<file path="config.mk">
export PLATFORM = sky130hd
export DESIGN_NAME = mem_port_arbiter
export DESIGN_NICKNAME = d
export VERILOG_FILES = /design/src/rtl/mem_arb_pkg.sv /design/src/rtl/mem_arb_prio.sv /design/src/rtl/mem_port_arbiter.sv
export SDC_FILE = /design/constraint.sdc
export NUM_CORES = 1
export LEC_CHECK = 0
export CAP_MARGIN = 10
export CORE_MARGIN = 2
export CORE_UTILIZATION = 35
export DETAILED_ROUTE_END_ITERATION = 6
export GPL_TIMING_DRIVEN = 0
export HOLD_SLACK_MARGIN = 0.08
export PLACE_DENSITY = 0.86
export SLEW_MARGIN = 40
export SYNTH_ARGS = -nofsm -noshare
export SYNTH_HDL_FRONTEND = slang
export SYNTH_SLANG_ARGS = --single-unit
</file>
<file path="constraint.sdc">
create_clock -name clk -period 3.29 [get_ports clk]
set_clock_uncertainty 0.05 [all_clocks]
set_input_delay 0.4935 -clock clk [delete_from_list [all_inputs] [get_ports clk]]
set_output_delay 0.4935 -clock clk [all_outputs]
set_load 0.005 [all_outputs]
</file>
<file path="src/rtl/mem_arb_pkg.sv">
// Shared types and defaults for the single-port SRAM arbiter between the
// instruction-fetch port and the data port.
package mem_arb_pkg;

  localparam int ADDR_W_DEF = 14;
  localparam int DATA_W_DEF = 32;

  localparam logic [3:0] WEB_NONE = 4'hF;

  // Which port owns the SRAM read data presented this cycle.
  typedef enum logic [1:0] {
    IDLE    = 2'd0,
    RESP_IF = 2'd1,
    RESP_DM = 2'd2
  } resp_tag_e;

endpackage

</file>
<file path="src/rtl/mem_arb_prio.sv">
// Grant selection between fetch and data requests: data wins unless fetch has
// been denied STARVE_MAX consecutive cycles while requesting.
module mem_arb_prio
  import mem_arb_pkg::*;
#(
  parameter int STARVE_MAX = 4
) (
  input  logic clk,
  input  logic rst_n,
  input  logic if_req,
  input  logic dm_req,
  output logic if_grant,
  output logic dm_grant
);

  localparam int CW = $clog2(STARVE_MAX + 1);
  localparam logic [CW-1:0] MAX_C = CW'(STARVE_MAX);

  logic [CW-1:0] starve_cnt_q;
  logic [CW-1:0] starve_cnt_d;
  logic          starved;

  always_comb begin
    starved      = (starve_cnt_q == MAX_C);
    // No grants while reset is held, so stalls mirror the requests.
    if_grant     = rst_n & if_req & (~dm_req | starved);
    dm_grant     = rst_n & dm_req & ~if_grant;
    starve_cnt_d = starve_cnt_q;
    if (!if_req || if_grant) begin
      starve_cnt_d = '0;
    end else if (dm_grant && !starved) begin
      starve_cnt_d = starve_cnt_q + 1'b1;
    end
  end

  always_ff @(posedge clk or negedge rst_n) begin
    if (!rst_n) begin
      starve_cnt_q <= '0;
    end else begin
      starve_cnt_q <= starve_cnt_d;
    end
  end

endmodule

</file>
<file path="src/rtl/mem_port_arbiter.sv">
// Shares one single-port synchronous SRAM between the fetch and data ports,
// routing 1-cycle-latency read data back to whichever port issued the read.
module mem_port_arbiter
  import mem_arb_pkg::*;
#(
  parameter int ADDR_W     = ADDR_W_DEF,
  parameter int DATA_W     = DATA_W_DEF,
  parameter int STARVE_MAX = 4
) (
  input  logic              clk,
  input  logic              rst,
  input  logic              if_req,
  input  logic [ADDR_W-1:0] if_addr,
  output logic [DATA_W-1:0] if_rdata,
  output logic              if_rvalid,
  output logic              if_stall,
  input  logic              dm_req,
  input  logic              dm_we,
  input  logic [3:0]        dm_wen,
  input  logic [ADDR_W-1:0] dm_addr,
  input  logic [DATA_W-1:0] dm_wdata,
  output logic [DATA_W-1:0] dm_rdata,
  output logic              dm_rvalid,
  output logic              dm_stall,
  output logic              sram_cs,
  output logic              sram_oe,
  output logic [3:0]        sram_web,
  output logic [ADDR_W-1:0] sram_a,
  output logic [DATA_W-1:0] sram_di,
  input  logic [DATA_W-1:0] sram_do,
  output resp_tag_e         dbg_tag
);

  // Request/stall handshake: a port raising req is served in the cycle its
  // stall output is low; while stall is high it must keep req, addr and data
  // stable. Read data arrives one cycle after the serving cycle with rvalid.

  logic if_grant;
  logic dm_grant;

  resp_tag_e         tag_q, tag_d;
  logic [DATA_W-1:0] if_hold_q, if_hold_d;
  logic [DATA_W-1:0] dm_hold_q, dm_hold_d;

  mem_arb_prio #(
    .STARVE_MAX(STARVE_MAX)
  ) u_prio (
    .clk     (clk),
    .rst_n   (rst),
    .if_req  (if_req),
    .dm_req  (dm_req),
    .if_grant(if_grant),
    .dm_grant(dm_grant)
  );

  always_comb begin
    sram_cs  = 1'b0;
    sram_oe  = 1'b0;
    sram_web = WEB_NONE;
    sram_a   = '0;
    sram_di  = '0;
    tag_d    = IDLE;
    if (dm_grant) begin
      sram_cs = 1'b1;
      sram_a  = dm_addr;
      if (dm_we) begin
        sram_web = ~dm_wen;
        sram_di  = dm_wdata;
      end else begin
        sram_oe = 1'b1;
        tag_d   = RESP_DM;
      end
    end else if (if_grant) begin
      sram_cs = 1'b1;
      sram_a  = if_addr;
      sram_oe = 1'b1;
      tag_d   = RESP_IF;
    end
  end

  // Hold registers keep the last returned word visible while the pipeline stalls.
  always_comb begin
    if_rvalid = (tag_q == RESP_IF);
    dm_rvalid = (tag_q == RESP_DM);
    if_rdata  = if_rvalid ? sram_do : if_hold_q;
    dm_rdata  = dm_rvalid ? sram_do : dm_hold_q;
    if_hold_d = if_rdata;
    dm_hold_d = dm_rdata;
    if_stall  = if_req & ~if_grant;
    dm_stall  = dm_req & ~dm_grant;
    dbg_tag   = tag_q;
  end

  always_ff @(posedge clk or negedge rst) begin
    if (!rst) begin
      tag_q     <= IDLE;
      if_hold_q <= '0;
      dm_hold_q <= '0;
    end else begin
      tag_q     <= tag_d;
      if_hold_q <= if_hold_d;
      dm_hold_q <= dm_hold_d;
    end
  end

endmodule

</file>
After elaboration in Yosys (flattened, before gate mapping)

Cells that the tools add are included.
W data, S select, Z words.

Input port bits: 101
Flip-flop bits (word level): 69

Reductions and logical operators: 5
Bitwise gates (word level): 11
Equal/unequal tests: 3
Multiplexer cells: 17
$add $sub $neg: 1

Operators with widths:

| kind                  | count |
|---|---|
| $mux W32              | 4 |
| $mux W14              | 2 |
| $mux W4               | 2 |
| $and A1 B1 Y1         | 6 |
| $mux W3               | 2 |
| $mux W1               | 5 |
| $mux W2               | 2 |
| $not A4 Y4            | 1 |
| $add A3 B1 Y3 const B | 1 |
| $eq A3 B3 Y1 const B  | 1 |
| $not A1 Y1            | 3 |
| $eq A2 B1 Y1 const B  | 1 |
| $eq A2 B2 Y1 const B  | 1 |
| $logic_not A1 Y1      | 2 |
| $reduce_bool A2 Y1    | 1 |
| $logic_and A1 B1 Y1   | 1 |
| $logic_or A1 B1 Y1    | 1 |
| $or A1 B1 Y1          | 1 |

Logic depth before layout (Yosys ltp)

Gate-level depths: netlist of the first run.

Depth after elaboration: 8
Mapped depth: 6

Cells and area by module

Synthesis of the first run repeated with hierarchy kept, for this count alone.

Cell total of the unflattened synthesis: 233
Area, all modules: 3334.4 um^2

By module, submodules not included:

| module           | area each (um^2) | sequential area each (um^2) | cells each | times used |
|---|---|---|---|---|
| mem_port_arbiter | 3119.2           | 1651.6                      | 209        | 1 |
| mem_arb_prio     | 215.2            | 75.1                        | 24         | 1 |

Worst setup path before layout of the first run

OpenSTA, ideal clock, no wires.

Path type: reg2out
Start: register u_prio.starve_cnt_q[0]
End: output port sram_a[10]
Arrival time: 1426 ps
Path slack: 1320 ps
Stages on the path, launching flop included: 7
Path buffers: 1
Cells stage by stage: dfrtp_1 -> inv_1 -> ha_1 -> nand2_1 -> a21oi_2 -> buf_4 -> a22o_1

Word-level cells in the longest chain between the ends: 6
Elaborated cells on any way between the ends: 7
Those cells by class: eq/ne (1); mux (2); bitwise (4)

Ends and longest elaborated chain:

| item                     | RTL line               | RTL |
|---|---|---|
| start: declaration       | mem_arb_prio.sv:19     | `logic [CW-1:0] starve_cnt_q;` |
| start signal: assignment | mem_arb_prio.sv:40     | `starve_cnt_q <= starve_cnt_d;` |
| $eq A3 B3 Y1 *           | mem_arb_prio.sv:24     | `starved = (starve_cnt_q == MAX_C);` |
| $or A1 B1 Y1 *           | mem_arb_prio.sv:26     | `if_grant = rst_n & if_req & (~dm_req \| starved);` |
| $and A1 B1 Y1 *          | mem_arb_prio.sv:26     |  |
| $not A1 Y1               | mem_arb_prio.sv:27     | `dm_grant = rst_n & dm_req & ~if_grant;` |
| $and A1 B1 Y1            | mem_arb_prio.sv:27     |  |
| $mux W14 *               | mem_port_arbiter.sv:63 | `if (dm_grant) begin` |
| end: declaration         | mem_port_arbiter.sv:28 | `output logic [ADDR_W-1:0] sram_a,` |

Every way passes the cells marked *; elsewhere a longest branch is shown, timed or not.

Worst setup path after layout of the first run

Start: register u_prio.starve_cnt_q[0]
End: output port sram_a[5]

The elaborated chain is that of the path after synthesis.

==> summary.md, run 1 <==
| Metric | Value |
|---|---|
| PD cells | 451 mW/mm² |
| Static leakage | 2.35 nW |
| Die H | 98.0 µm |
| Commonest non-fill, non-tap cell in the layout | clkdlybuf4s50_1 |
| Clock transition at path regs | 0.07 ns |
| Outcome | completed |
| Warning count from the yosys run | 0 |
| Netlist cell types | 26 |
| Cells after Synth | 227 |
| Max-Cap Viols | 0 |
| Net Count, Synth | 330 |
| Sequential share of the synthesized area | 0.558 |
| Largest family of logic cells by synthesized area | multiplexers |
| Hold Path Class | in -> async |
| Worst VDD drop | 211 µV |
| Global-route wire length before repair | 15000 µm |
| Mapped cell area | 0.00309 mm² |
| WL met1 | 3470 µm |
| Startpoint types | flip-flop |
| Worst Path Buf+Inv | 3 |
| Largest net degree at the start of global routing | 38 |
| Synth-to-layout area growth | 85.0% |
| Num CTS Buffers | 9 |
| Initial Utilization | 0.358 |
| Root Driver | clkbuf_8 |
| Critical-path top delay cell | clkdlybuf4s50_1 |
| Top Layer Used | met4 |
| Worst path depth | 7 |
| Fillers | 660 |
| Clock latency on the worst-skew pair | 0.32 ns |
| Bufs on Longest Clock Path | 2 |
| Setup Fix Bufs, Post-CTS | 0 |
| Worst path cell trace | inv_1 -> ha_1 -> nand2_1 -> a21oi_2 -> buf_4 -> a22o_1 -> clkdlybuf4s50_1 |
| Core Region | 0.00864 mm² |
| Setup TNS Final | 0 ns |
| IO Pins | 223 |
| RSZ-0062 raised after global routing | true |
| Max_slew headroom | 0.679 |
| WHS | 0.197 ns |
| Drc violations | 0 |
| DR pass1 iterations | 4 |
| Crit-path max FO | 10 |
| Crit path max-delay family | buffers and inverters |
| Setup violations, final | 0 |
| Worst reg2reg path depth | 5 |
| Vias | 2733 |
| TritonCTS clock tree | done |
| #FFs+latches synth | 69 |
| Fin crit share | 0.966 |
| Crit Path Class | reg -> out |
| IO Port Bufs | 221 |
| Vias in the first global route | 2975 |
| Row count | 34 |
| Worst-Margin Slew | 0.481 ns |
| DR WL met2 | 5300 µm |
| Commonest cells after routing, fill and taps aside | clkdlybuf4s50_1, dfrtp_1, mux2_2, and2_1, a22o_1 |
| Multiplexer share of the synthesized area | 0.233 |
| Routed WL | 9490 µm |
| Final Hold Fails | 0 |
| Slew Limit Fails | 0 |
| Antenna cells | 0 |
| R2r setup slk | 1.55 ns |
| Die Footprint | 0.00960 mm² |
| Worst path max stage delay | 0.51 ns |
| DP HPWL | 7340 µm |
| CP Capture Type | output pin |
| Crit path DAT | 2.64 ns |
| Post-DRT Antenna Nets | 0 |
| GR Util All Layers | 0.197 |
| Iteration-0 DRC Markers | 34 |
| Layout cell share with drive strength beyond 1 | 0.211 |
| Overflow after GRT | 0 |
| Mean Syn Cell Area | 13.6 µm² |
| Post-Synth XOR/XNOR Area | 0 |
| Tmin final | 3.18 ns |
| Clock sink total | 69 |
| FMAX | 0.315 GHz |
| Chip Width | 98.0 µm |
| Synth Area in Compound Gates | 0.0676 |
| Routability cong. | 0.776 |
| Final Net Count | 567 |
| Antenna violations before repair | 0 |
| Vias/cell | 4.74 |
| Worst Path Required | 2.75 ns |
| DR WL met3 | 655 µm |
| Drt wl/cell | 16.5 µm |
| Simple-gate share of the synthesized area | 0.0995 |
| H-tree Lvls | 3 |
| Synth Area in Adders | 0.00809 |
==> per-stage QoR <==
stage               cells   util  total power (W)  instance area, µm²  worst slack (ns)
floorplan             227      -          0.00133                3090              1.32
global placement      556  0.630          0.00188                5440             -2.39
finish                577  0.663          0.00258                5720             0.111
CTS                   577  0.662          0.00263                5720            0.0823
global route          577  0.663          0.00273                5720           -0.0128
detailed placement    557  0.633          0.00192                5470            0.0887
==> power by group <==
part,switching [W],internal [W]
clock network,0.000315,0.000372
logic,0.000272,0.000576
registers,0.0000390,0.00101
==> synthesized netlist by cell type (all sizes together) <==
cell	count	area share
nor3b	2	0.0049
nand2	8	0.011
a22o	14	0.040
mux2	64	0.23
o31a	1	0.0028
nor2	1	0.0012
nor3	1	0.0016
a21boi	1	0.0024
a21oi	1	0.0028
a21o	1	0.0024
ha	2	0.0081
inv	4	0.0049
a311oi	1	0.0085
nand2b	2	0.0040
a31oi	1	0.0040
clkbuf	2	0.0024
nor2b	3	0.0061
dfrtp	69	0.56
o21a	2	0.0049
and2	33	0.067
buf	12	0.026
nand4	1	0.0020
and2b	1	0.0024
==> per-layer routing <==
metal | GRT usage | vias to the layer above
met3 | 0.0480 | 4
met4 | 0.0556 | 0
li1 | - | 1263
met5 | 0 | -
met1 | 0.216 | 1340
met2 | 0.376 | 126
==> layout make-up <==
| cell class | instances | area, µm² | share of cell area |
|---|---|---|---|
| buffer | 14 | 88.8 | 0.0155 |
| inverter | 4 | 15.0 | 0.00262 |
| timing repair buffer | 226 | 2290 | 0.399 |
| multi-input combinational | 140 | 1270 | 0.222 |
| clock inverter | 5 | 58.8 | 0.0103 |
| clock buffer | 11 | 141 | 0.0247 |
| tap | 108 | 135 | 0.0236 |
| sequential | 69 | 1730 | 0.302 |
==> final timing paths <==
kind	start	to
hold reg to reg	dm_hold_q[1]	dm_hold_q[1]
setup / recovery	u_prio.starve_cnt_q[0]	sram_a[5]
min in group clk	if_req	u_prio.starve_cnt_q[0]
setup reg to reg	u_prio.starve_cnt_q[0]	dbg_tag[0]
max in group asynchronous	rst	dm_hold_q[12]
hold / removal	rst	dm_hold_q[7]
==> worst min-delay path, stage by stage <==
cell and delay [ns]:
buf_6 0.09, buf_16 0.13, buf_12 0.22
==> registers in the layout, indices dropped and copies added (netlist names) <==
name / flops
u_prio.starve_cnt_q: 3
if_hold_q: 32
dm_hold_q: 32
dbg_tag: 2
==> logic make-up after synthesis <==
logic type	after synthesis
fa+ha+maj	2
buf+inv	18
compound gates	22
mux	64
flops	69
simple gates	52
==> timing repair <==
action                     in CTS  in global routing
hold buffers                    4                  0
gates resized for setup         0                  1
hold endpoints to repair       10                  0
setup endpoints to repair       0                  3
No activity file was read; power rests on OpenSTA's default activity.
==> run 2: changes to the inputs <==
- CAP_MARGIN: 10 -> 20
- CELL_PAD_IN_SITES_DETAIL_PLACEMENT: default -> 0
- CELL_PAD_IN_SITES_GLOBAL_PLACEMENT: default -> 1
- CORE_UTILIZATION: 35 -> 27
- CTS_CLUSTER_SIZE: default -> 14
- PLACE_DENSITY: 0.86 -> 0.9
==> run 2 against run 1 <==
- worst hold slack worse by 0.12 ns
- wire length shrank 4.2%
- fmax rose by 2.9%
- die area up 28%
- final cell count increased by 5.7%
- sequential power about the same
- clock power grew 38%
- critical endpoint is now sram_a[9]
- largest cell class unchanged
- combinational power shrank 0.5%
==> summary.md, run 2 (synthesized netlist as in run 1, its figures left out) <==
| Metric | Value |
|---|---|
| Outcome | completed |
| Tmin final | 3.09 ns (-0.0898 ns) |
| Core Region | 0.0113 mm² (+31%) |
| Critical R2R Launch | u_prio.starve_cnt_q[0] |
| RSZ-0062 raised after global routing | false |
| Antenna violations before repair | 0 (unchanged) |
| Root Driver | clkbuf_16 |
| Top flop regs | dm_hold_q: 32 flops, if_hold_q: 32 flops, u_prio.starve_cnt_q: 3 flops |
| PD cells | 486 mW/mm² (+7.7%) |
| Clock transition at path regs | 0.06 ns (about the same) |
| Final worst slack | 0.201 ns (+0.0898 ns) |
| Vias | 2685 (-1.8%) |
| Reg area | 0.00173 mm² (unchanged) |
| TritonCTS clock tree | done |
| Final Instance Count excl. Fillers | 610 (+5.7%) |
| Overflow after GRT | 0 (unchanged) |
| FMAX | 0.324 GHz (+2.9%) |
| Commonest cells after routing, fill and taps aside | clkdlybuf4s50_1, dfrtp_1, mux2_2, and2_1, a22o_1 |
| Commonest non-fill, non-tap cell in the layout | clkdlybuf4s50_1 |
| IO Pins | 223 (unchanged) |
| Fillers | 1006 (+52%) |
| Final Net Count | 565 (-0.35%) |
| Placed cells | 592 (+6.3%) |
| Worst Path Required | 2.75 ns (about the same) |
| Setup violations, final | 0 (unchanged) |
| Global-route wire length before repair | 14800 µm (-1.4%) |
| Worst VDD drop | 355 µV (+68%) |
| Worst reg2reg path depth | 5 (unchanged) |
| Post-DRT Antenna Nets | 0 (unchanged) |
| Iteration-0 DRC Markers | 62 (+82%) |
| Row count | 39 (+15%) |
| GR Util All Layers | 0.151 (-0.0467) |
| Routability cong. | 0.750 (-3.3%) |
| Fin crit share | 0.939 (-0.0273) |
| Final Hold Fails | 0 (unchanged) |
| Antenna cells | 0 (unchanged) |
| Vias in the first global route | 2943 (-1.1%) |
| IO Port Bufs | 221 (unchanged) |
| Synth-to-layout area growth | 89.0% |
| Largest net degree at the start of global routing | 59 (+55%) |
| H-tree Lvls | 3 (unchanged) |
| Vias/cell | 4.40 (-7.1%) |
| Max_slew headroom | 0.724 (+0.0448) |
| Die H | 111 µm (+13%) |
| Chip Width | 111 µm (+13%) |
| Clock sink total | 69 (unchanged) |
| Slew Limit Fails | 0 (unchanged) |
| Initial Utilization | 0.273 (-0.0849) |
| Hold Path Class | in -> async |
| Drc violations | 0 (unchanged) |
| Crit Path Class | reg -> out |
| Crit path DAT | 2.55 ns (-0.09 ns) |
| CP Capture Type | output pin |
| Crit-path max FO | 10 (unchanged) |
| Worst-Margin Slew | 0.414 ns (-0.0671 ns) |
| Layout cell share with drive strength beyond 1 | 0.214 (+0.00305) |
| Num CTS Buffers | 9 (unchanged) |
| CP Launch Point | u_prio.starve_cnt_q[0] |
| Clock latency on the worst-skew pair | 0.33 ns (about the same) |
| Die Footprint | 0.0123 mm² (+28%) |
| Routed WL | 9100 µm (-4.2%) |
| Drt wl/cell | 14.9 µm (-9.3%) |
| Place WS | 0.0640 ns (-0.0247 ns) |
| DR pass1 iterations | 4 (unchanged) |
| Area of the multi-input gates | 0.00127 mm² (unchanged) |
| Static leakage | 2.39 nW (+1.7%) |
| Bufs on Longest Clock Path | 2 (unchanged) |
| Max-Cap Viols | 0 (unchanged) |
| Startpoint types | flip-flop |
| DP HPWL | 7170 µm (-2.4%) |
-- run 2: cell count changes in the layout (fill, tap and decap cells not counted), sizes merged --
cell,delta
clkbuf,-2
clkinv,+3
clkinvlp,-1
dlygate4sd3,-2
-- run 2: critical path, stage by stage, from the launching register on --
cell,delay [ns]
dfrtp_1,0.40
inv_1,0.08
ha_1,0.30
nand2_1,0.15
a21oi_2,0.37
buf_4,0.25
a22o_1,0.15
clkdlybuf4s50_1,0.50
-- run 2: final timing paths --
path | endpoint | slack [ns]
setup / recovery | sram_a[9] | 0.20
hold / removal | dm_hold_q[23] | 0.07
setup reg to reg | dbg_tag[0] | 1.60
hold reg to reg | if_hold_q[2] | 0.44
max in group asynchronous | dm_hold_q[7] | 2.75
min in group clk | u_prio.starve_cnt_q[2] | 0.44
-- run 2: per-layer routing --
layer	global-route usage	part of all wire
met5	0	0
met4	0.0658	0.025
met3	0.0492	0.086
met2	0.261	0.50
met1	0.170	0.39
-- run 2: report_power, final --
part	leakage (nW)	internal [W]	switching, W
Clock	0.146	0.000588	0.000360
Sequential	0.821	0.00101	0.0000393
Combinational	1.42	0.000574	0.000270
Total	2.39	0.00217	0.000669
-- run 2: repair_timing --
| item | CTS | global route |
|---|---|---|
| endpoints found under the setup margin | 0 | 20 |
| gates resized for setup | 0 | 1 |
| endpoints found under the hold margin | 18 | 0 |
| hold buffers | 1 | 0 |
| buffers inserted | 0 | 1 |
-- run 2: cell type report --
type                            instances  area share
Clock buffer                            9      0.0385
Tap cell                              143      0.0306
Clock inverter                          7      0.0126
Sequential cell                        69       0.295
Multi-Input combinational cell        140       0.217
Buffer                                 14      0.0152
Timing Repair Buffer                  224       0.388
Inverter                                4     0.00257
-- run 2: through the flow --
step | power, W | cell area [µm²] | util | hold WS, ns | TNS, ns
global placement | 0.00189 | 5480 | 0.484 | 0.428 | -183.73
finish | 0.00284 | 5850 | 0.516 | 0.0745 | 0
floorplan | 0.00133 | 3090 | - | 0.148 | 0
detailed placement | 0.00191 | 5510 | 0.487 | 0.297 | 0
global route | 0.00299 | 5850 | 0.516 | 0.0900 | 0
CTS | 0.00289 | 5820 | 0.514 | 0.0827 | 0
